**config.mk**
```make
export PLATFORM = sky130hd
export DESIGN_NAME = mc_cs_req_arb
export DESIGN_NICKNAME = d
export VERILOG_FILES = /design/src/rtl/mc_cs_req_arb_pkg.sv /design/src/rtl/mc_rr_pick.sv /design/src/rtl/mc_cs_req_arb.sv
export SDC_FILE = /design/constraint.sdc
export NUM_CORES = 1
export LEC_CHECK = 0
export BUFFER_PORTS_ARGS = -buffer_cell sky130_fd_sc_hd__clkbuf_2
export CORE_UTILIZATION = 58
export CTS_CLUSTER_SIZE = 8
export DETAILED_ROUTE_END_ITERATION = 8
export GPL_ROUTABILITY_DRIVEN = 0
export PLACE_DENSITY = 0.81
export SETUP_SLACK_MARGIN = 0.02
export SLEW_MARGIN = 40
export SYNTH_ARGS = -nofsm -noshare
export SYNTH_HDL_FRONTEND = slang
export SYNTH_SLANG_ARGS = --single-unit
```
**constraint.sdc**
```tcl
create_clock -name clk -period 4.4 [get_ports clk]
set_clock_uncertainty 0.2 [all_clocks]
set_input_delay 0 -clock clk [delete_from_list [all_inputs] [get_ports clk]]
set_output_delay 0 -clock clk [all_outputs]
set_load 0.05 [all_outputs]
```
**src/rtl/mc_cs_req_arb_pkg.sv**
```systemverilog
// mc_cs_req_arb_pkg: shared FSM encodings, timeout default and pointer helper for the CS request arbiter
package mc_cs_req_arb_pkg;
   typedef enum logic [1:0] {
      MC_ARB_IDLE  = 2'd0,
      MC_ARB_GRANT = 2'd1,
      MC_ARB_WAIT  = 2'd2,
      MC_ARB_HOLD  = 2'd3
   } arb_state_t;
   localparam int MC_TO_CYCLES_DEF = 1023;
   function automatic logic [2:0] cs_next(input logic [2:0] i, input int n);
      return (int'(i) == n - 1) ? 3'd0 : i + 3'd1;
   endfunction
endpackage

```
**src/rtl/mc_rr_pick.sv**
```systemverilog
// mc_rr_pick: combinational round-robin picker, first set request at or after ptr with wrap
//  req   in  N_CS  request vector
//  ptr   in  3     round-robin start index (always < N_CS)
//  valid out 1     any request set
//  idx   out 3     winning index
module mc_rr_pick #(
   parameter int N_CS = 8
) (
   input  logic [N_CS-1:0] req,
   input  logic [2:0]      ptr,
   output logic            valid,
   output logic [2:0]      idx
);
   logic [2:0] j;
   // scan from the farthest offset back toward ptr so the nearest set bit is written last
   always_comb begin
      valid = |req;
      idx = '0;
      j = '0;
      for (int i = N_CS - 1; i >= 0; i--) begin
         j = 3'((int'(ptr) + i) % N_CS);
         if (req[j]) idx = j;
      end
   end
endmodule

```
**src/rtl/mc_cs_req_arb.sv**
```systemverilog
// mc_cs_req_arb: arbitrates per-CS init/LMR requests onto the sequencer and routes its ack back
//  clk, rst                 clock, synchronous active-high reset
//  init_req, lmr_req        per-CS level requests, held until acked
//  init_ack, lmr_ack        one-cycle ack pulse to the granted CS
//  mc_init_req, mc_lmr_req  class request to the sequencer (never both)
//  mc_cs_sel                granted CS index while a request is active
//  mc_ack                   sequencer completion pulse
//  busy                     FSM not idle
//  to_err                   one-cycle pulse on grant timeout
module mc_cs_req_arb
   import mc_cs_req_arb_pkg::*;
#(
   parameter int N_CS      = 8,
   parameter int TO_CYCLES = MC_TO_CYCLES_DEF
) (
   input  logic            clk,
   input  logic            rst,
   input  logic [N_CS-1:0] init_req,
   input  logic [N_CS-1:0] lmr_req,
   output logic [N_CS-1:0] init_ack,
   output logic [N_CS-1:0] lmr_ack,
   output logic            mc_init_req,
   output logic            mc_lmr_req,
   output logic [2:0]      mc_cs_sel,
   input  logic            mc_ack,
   output logic            busy,
   output logic            to_err
);
   arb_state_t state, state_n;
   logic [2:0] rr_ptr, win, pick_idx;
   logic       cls, use_init, pick_valid, active, timeout, done;
   logic [9:0] cnt;
   logic [N_CS-1:0] pick_req;
   // init has absolute priority over LMR as a class
   assign use_init = |init_req;
   assign pick_req = use_init ? init_req : lmr_req;
   mc_rr_pick #(.N_CS(N_CS)) u_pick (
      .req   (pick_req),
      .ptr   (rr_ptr),
      .valid (pick_valid),
      .idx   (pick_idx)
   );
   assign active      = (state == MC_ARB_GRANT) || (state == MC_ARB_WAIT);
   assign mc_init_req = active && cls;
   assign mc_lmr_req  = active && !cls;
   assign mc_cs_sel   = active ? win : 3'd0;
   assign busy        = state != MC_ARB_IDLE;
   // cnt is 0 on the first WAIT cycle, so this fires on the TO_CYCLES-th WAIT cycle
   assign timeout     = cnt == 10'(TO_CYCLES - 1);
   assign done        = (state == MC_ARB_WAIT) && (mc_ack || timeout);
   always_comb begin
      state_n = state == MC_ARB_IDLE  ? (pick_valid ? MC_ARB_GRANT : MC_ARB_IDLE) :
                state == MC_ARB_GRANT ? MC_ARB_WAIT :
                state == MC_ARB_WAIT  ? (done ? MC_ARB_HOLD : MC_ARB_WAIT) :
                                        MC_ARB_IDLE;
   end
   always_ff @(posedge clk) begin
      if (rst) begin
         state    <= MC_ARB_IDLE;
         rr_ptr   <= '0;
         win      <= '0;
         cls      <= 1'b0;
         cnt      <= '0;
         init_ack <= '0;
         lmr_ack  <= '0;
         to_err   <= 1'b0;
      end else begin
         state <= state_n;
         if (state == MC_ARB_IDLE && pick_valid) begin
            win <= pick_idx;
            cls <= use_init;
         end
         cnt      <= state == MC_ARB_GRANT ? 10'd0 : state == MC_ARB_WAIT ? cnt + 10'd1 : cnt;
         init_ack <= (state == MC_ARB_WAIT && mc_ack && cls)  ? N_CS'(1) << win : '0;
         lmr_ack  <= (state == MC_ARB_WAIT && mc_ack && !cls) ? N_CS'(1) << win : '0;
         // ack beats a coincident timeout
         to_err   <= state == MC_ARB_WAIT && timeout && !mc_ack;
         if (done) rr_ptr <= cs_next(win, N_CS);
      end
   end
endmodule

```
Yosys cells after proc, flatten, opt, wreduce, memory -nomap -nowiden

Cells that the tools add are included.

$add $sub $neg: 9
$lt $le $gt $ge: 8
Equality and inequality tests: 4
Shift-type cells: 1
Multiplexer cells: 32
Bitwise operators: 2
Reductions and logical operators: 20

Operators with widths:

| cell                                                 | number |
|---|---|
| < comparator 3 x 4 -> 1 bit (second input constant)  | 8 |
| two-way mux 3 bit                                    | 10 |
| binary-select mux 1 bit (select 3 bit)               | 8 |
| OR reduction 8 bit                                   | 2 |
| adder 3 bit (second input constant)                  | 4 |
| adder 10 x 1 -> 10 bit (second input constant)       | 1 |
| equality test 10 bit (second input constant)         | 1 |
| two-way mux 1 bit                                    | 10 |
| logical AND 1 bit                                    | 9 |
| two-way mux 8 bit                                    | 1 |
| left shift 1 x 3 -> 8 bit (first input constant)     | 1 |
| adder 3 x 1 -> 3 bit (second input constant)         | 2 |
| adder 3 x 2 -> 3 bit (second input constant)         | 2 |
| two-way mux 2 bit                                    | 3 |
| OR reduction 2 bit                                   | 3 |
| equality test 3 x 1 -> 1 bit (second input constant) | 1 |
| equality test 2 x 1 -> 1 bit (second input constant) | 1 |
| equality test 2 bit (second input constant)          | 1 |
| logical NOT 1 bit                                    | 2 |
| logical NOT 2 bit                                    | 1 |
| logical OR 1 bit                                     | 2 |
| inverter 1 bit                                       | 2 |
| nonzero test 2 bit                                   | 1 |

Register bits: 36
Input port bits: 19
Output and inout bits: 23

Depth between registers and ports, before layout

Depth after elaboration: 12
Gate-level depth with buffers: 13
Mapped depth without buffers: 10

By module

Synthesis repeated with hierarchy kept, for this count alone.

Cells, all modules: 243
Area total of the unflattened synthesis: 2317.2 um^2

By module, submodules not included:

| module        | times used | cells an instance | area each (um^2) | seq. area each (um^2) |
|---|---|---|---|---|
| mc_cs_req_arb | 1          | 158               | 1525.2           | 720.7 |
| mc_rr_pick    | 1          | 85                | 792.0            | 0.0 |

Worst setup path after synthesis

No wires, ideal clock.

Kind: reg-to-reg
From: register rr_ptr[0]
To: register win[1]
Setup time: 75 ps
Data arrival time: 2959 ps
Required time: 4125 ps
Path slack: 1166 ps
Stages on the path, launching flop included: 13
Path buffers: 3
Period minus slack after synthesis: 3234 ps
Path through: dfxtp_1 buf_2 clkinv_1 clkbuf_1 ha_1 inv_1 clkbuf_1 mux2i_1 o2111ai_1 o311ai_0 o21a_1 a311o_1 a31oi_1

Cells in the longest elaborated chain, start to end: 11

Ends and longest elaborated chain:

| item                                    | RTL line            | RTL |
|---|---|---|
| from (decl)                             | mc_cs_req_arb.sv:30 | `logic [2:0] rr_ptr, win, pick_idx;` |
| from (signal assigned)                  | mc_cs_req_arb.sv:78 | `if (done) rr_ptr <= cs_next(win, N_CS);` |
| adder 3 bit                             | mc_rr_pick.sv:21    | `j = 3'((int'(ptr) + i) % N_CS);` |
| binary-select mux 1 bit (select 3 bit)  | mc_rr_pick.sv:22    | `if (req[j]) idx = j;` |
| two-way mux 1 bit (implied by the code) | mc_rr_pick.sv:22    |  |
| two-way mux 3 bit (7 in a row)          | mc_rr_pick.sv:22    |  |
| two-way mux 3 bit *                     | mc_rr_pick.sv:22    |  |
| to (signal assigned)                    | mc_cs_req_arb.sv:70 | `win <= pick_idx;` |
| to (decl)                               | mc_cs_req_arb.sv:30 |  |

Mark *: on every way between the ends. The rest lies on a longest branch, timed or not. The select of a mux whose other input is x is not followed.
A chain may end at the register's enable or synchronous reset.

Worst setup path after layout

Same ends and word-level chain as after synthesis.

==> results.yml <==
outcome:
  status: "finished clean"
synthesis:
  synth_cell_types: 58
  synth_ff_type: "dfxtp_1"
  syn_nets: 369
  synthArstFlopShare_pct: 0
  synth.largest_area_cell: "dfxtp_1"
  ys_seq_area_share_pct: 25.53
  synth_top_family_by_area: "simple AND/OR/NAND/NOR gates"
  yosys.area_share.simple_pct: 27.70
  synth-adder-area-share_pct: 5.762
  synth_edf_count: 0
  synth_mux_area_share_pct: 7.713
  synthTopCellsByArea: "dfxtp_1, ha_1, mux4_2"
  avgSynthCellArea_um2: 8.376
  syn_area_mm2: 0.002823
  synth_compound_area_share_pct: 23.27
  synth_xor_xnor_area_share_pct: 3.723
  yosysTopAreaCellShare_pct: 25.53
  ys_ff_latch: 36
  postSynthCellCount: 337
  yosysWarnings: 0
route:
  antenna_left: 0
  vias: 2747
  drt-total-wl_um: 7048
  initialDrtViolationCount: 231
  dr.pass1.iters: 5
  wire_per_inst_um: 16.54
  drc: 0
  vias_per_cell: 6.448
cells_and_area:
  final_common_cell: "clkbuf_2"
  num_antenna_cells: 0
  fin_area_mm2: 0.003162
  area_growth_pct: 12.01
  nFillCells: 382
  drive_gt1_share_pct: 21.77
  final_nets: 404
  layout_common_cells: "clkbuf_2, dfxtp_1, nor2_1"
worst_setup_path:
  crit_top_cell: "buf_4"
  rrSetupSlack_ns: 1.09
  timing.rr.end: "win[1]"
  cp-startpoint: "rr_ptr[0]"
  crit_buf_inv: 4
  crit_end: "win[1]"
  endpoint_kind: "flip-flop"
  path_max_fanout: 19
  reg2reg_depth: 12
  worst-path-stages: 12
  critPathMaxStageDelay_ns: 0.65
  crit_chain: "clkinv_1 -> buf_4 -> ha_1 -> buf_4 -> inv_1 -> a2111oi_1 -> o31ai_1 -> nand4_1 -> o311ai_0 -> o21a_1 -> a311o_1 -> a31oi_1"
  required_ns: 4.41
  worst-endpoint-arrival_ns: 3.32
  start_kind: "flip-flop"
  r2r-start: "rr_ptr[0]"
  cp_slowest_cell: "a2111oi_1"
  critical_path.top_delay_family: "compound AO/OA/AOI/OAI gates"
  crit_type: "flip-flop to flip-flop"
die:
  die_x_um: 71.76
  io-pin-count: 42
  die_h_um: 71.76
  initial_utilization_pct: 60.16
  dieArea_mm2: 0.005150
  coreArea_mm2: 0.004692
  row_count: 25
timing:
  drv_slew: 0
  worst_pin_slew_ns: 0.9039
  finalSetupTns_ns: 0
  fmax_mhz: 302.2
  period_minus_slack_ns: 3.309
  finalCritPeriodShare_pct: 75.20
  hold_viol: 0
  relSlewSlack_pct: 39.66
  grt_setup_unrepaired: "false"
  setup_viol: 0
min_path:
  min_path_type: "primary input to flip-flop"
clocking:
  cts_setup_buffers: 0
  worst_skew_pair.late_latency_ns: 0.28
  clk_pin_slew_ns: 0.07
  numClockSinks: 36
  cts_inserted_buffers: 5
  root_buffer: "clkbuf_8"
  cts_hold_buffers: 3
  cts_buffer_depth: 2
  cts-htree-levels: 2
  cts_tree: "yes"
  cts_resized: 0
placed_design:
  hpwlAfterDp_um: 5057
  dpl_cell_area_mm2: 0.003030
  numPortBuffers: 41
job:
  maxCapViolCount: 0
pwr:
  ir_drop_mv: 0.1245
  power.density_mw_per_mm2: 247.4
  leakagePower_uw: 0.001308
global_route:
  antenna_found_initial: 0
  grt.overflow.total: 0
  grt_max_degree: 27
  grt_util_all_layers_pct: 28.88
  grt_pass1_wl_um: 11900
  grt_pass1_vias: 2596
==> kinds of logic after synthesis <==
| logic type | count (synthesis) |
|---|---|
| AND/OR/NAND/NOR | 136 |
| AO/OA/AOI/OAI | 89 |
| buffers and inverters | 38 |
| flip-flops | 36 |
| multiplexers | 13 |
| adder cells (fa/ha/maj) | 13 |
| XOR/XNOR | 12 |
==> worst min-delay path by stage <==
stage | start | end | depth (start not counted)
5_1_grt | init_req[5] | cls | 4
3_5_place_dp | mc_ack | to_err | 2
6_report | init_req[1] | cls | 4
3_3_place_gp | mc_ack | to_err | 2
4_1_cts | init_req[1] | cls | 4
2_1_floorplan | mc_ack | to_err | 1
==> power by group <==
| part | internal, uW | switching, uW | total, uW |
|---|---|---|---|
| sequential | 332 | 9.12 | 341 |
| clock | 139 | 107 | 246 |
| combinational | 71.8 | 123 | 195 |
==> routing by layer <==
| metal | wire length, um | track usage [%] | part of all wire [%] | vias up |
|---|---|---|---|---|
| li1 | - | - | - | 1330 |
| met1 | 3003 | 37.10 | 43 | 1249 |
| met5 | 0 | 0 | 0 | - |
| met2 | 3304 | 47.17 | 47 | 147 |
| met4 | 187 | 14.60 | 2.7 | 0 |
| met3 | 553 | 4.360 | 7.8 | 21 |
==> metrics by stage <==
step                      util (%)  hold WS, ns  cells  worst slack (ns)  total power (uW)
after global routing         67.39       0.3253    426            0.8869             822.1
final                        67.39       0.2688    426             1.091             782.4
after detailed placement     64.59    -0.007067    416             1.016             537.4
after CTS                    67.28       0.2507    426            0.9935             783.8
after global placement       64.59    -0.008531    416             1.221             534.9
after floorplan                  -      -0.1209    337             1.166             493.8
==> registers in the layout, summed over array words and instances, names as in the netlist <==
signal	flops
cnt	10
to_err	1
init_ack	8
win	3
cls	1
rr_ptr	3
state	2
lmr_ack	8
==> cells in the mapped netlist (10+ instances only) <==
library cell,instances
inv_1,13
ha_1,13
nand2_1,24
and2_1,11
and3_1,15
a21oi_1,11
a211oi_1,17
clkbuf_1,12
xor2_1,10
dfxtp_1,36
nor3_1,11
nor2_1,34
nand4_1,10
==> final cells by class <==
type                            instances  area (um^2)  share of cell area [%]
Clock buffer                            7        96.34                   3.047
Inverter                               14        52.55                   1.662
Multi-Input combinational cell        263         1929                   61.02
Sequential cell                        36        720.7                   22.79
Tap cell                               54        67.56                   2.137
Timing Repair Buffer                   52        295.3                   9.339
==> tightest hold or removal path, delay by kind of cell <==
kind / cells / cell delay, ns
AND/OR/NAND/NOR: 1 / 0.07
AO/OA/AOI/OAI: 1 / 0.22
buffers and inverters: 2 / 0.40
Power figures use the tool's default switching activity.
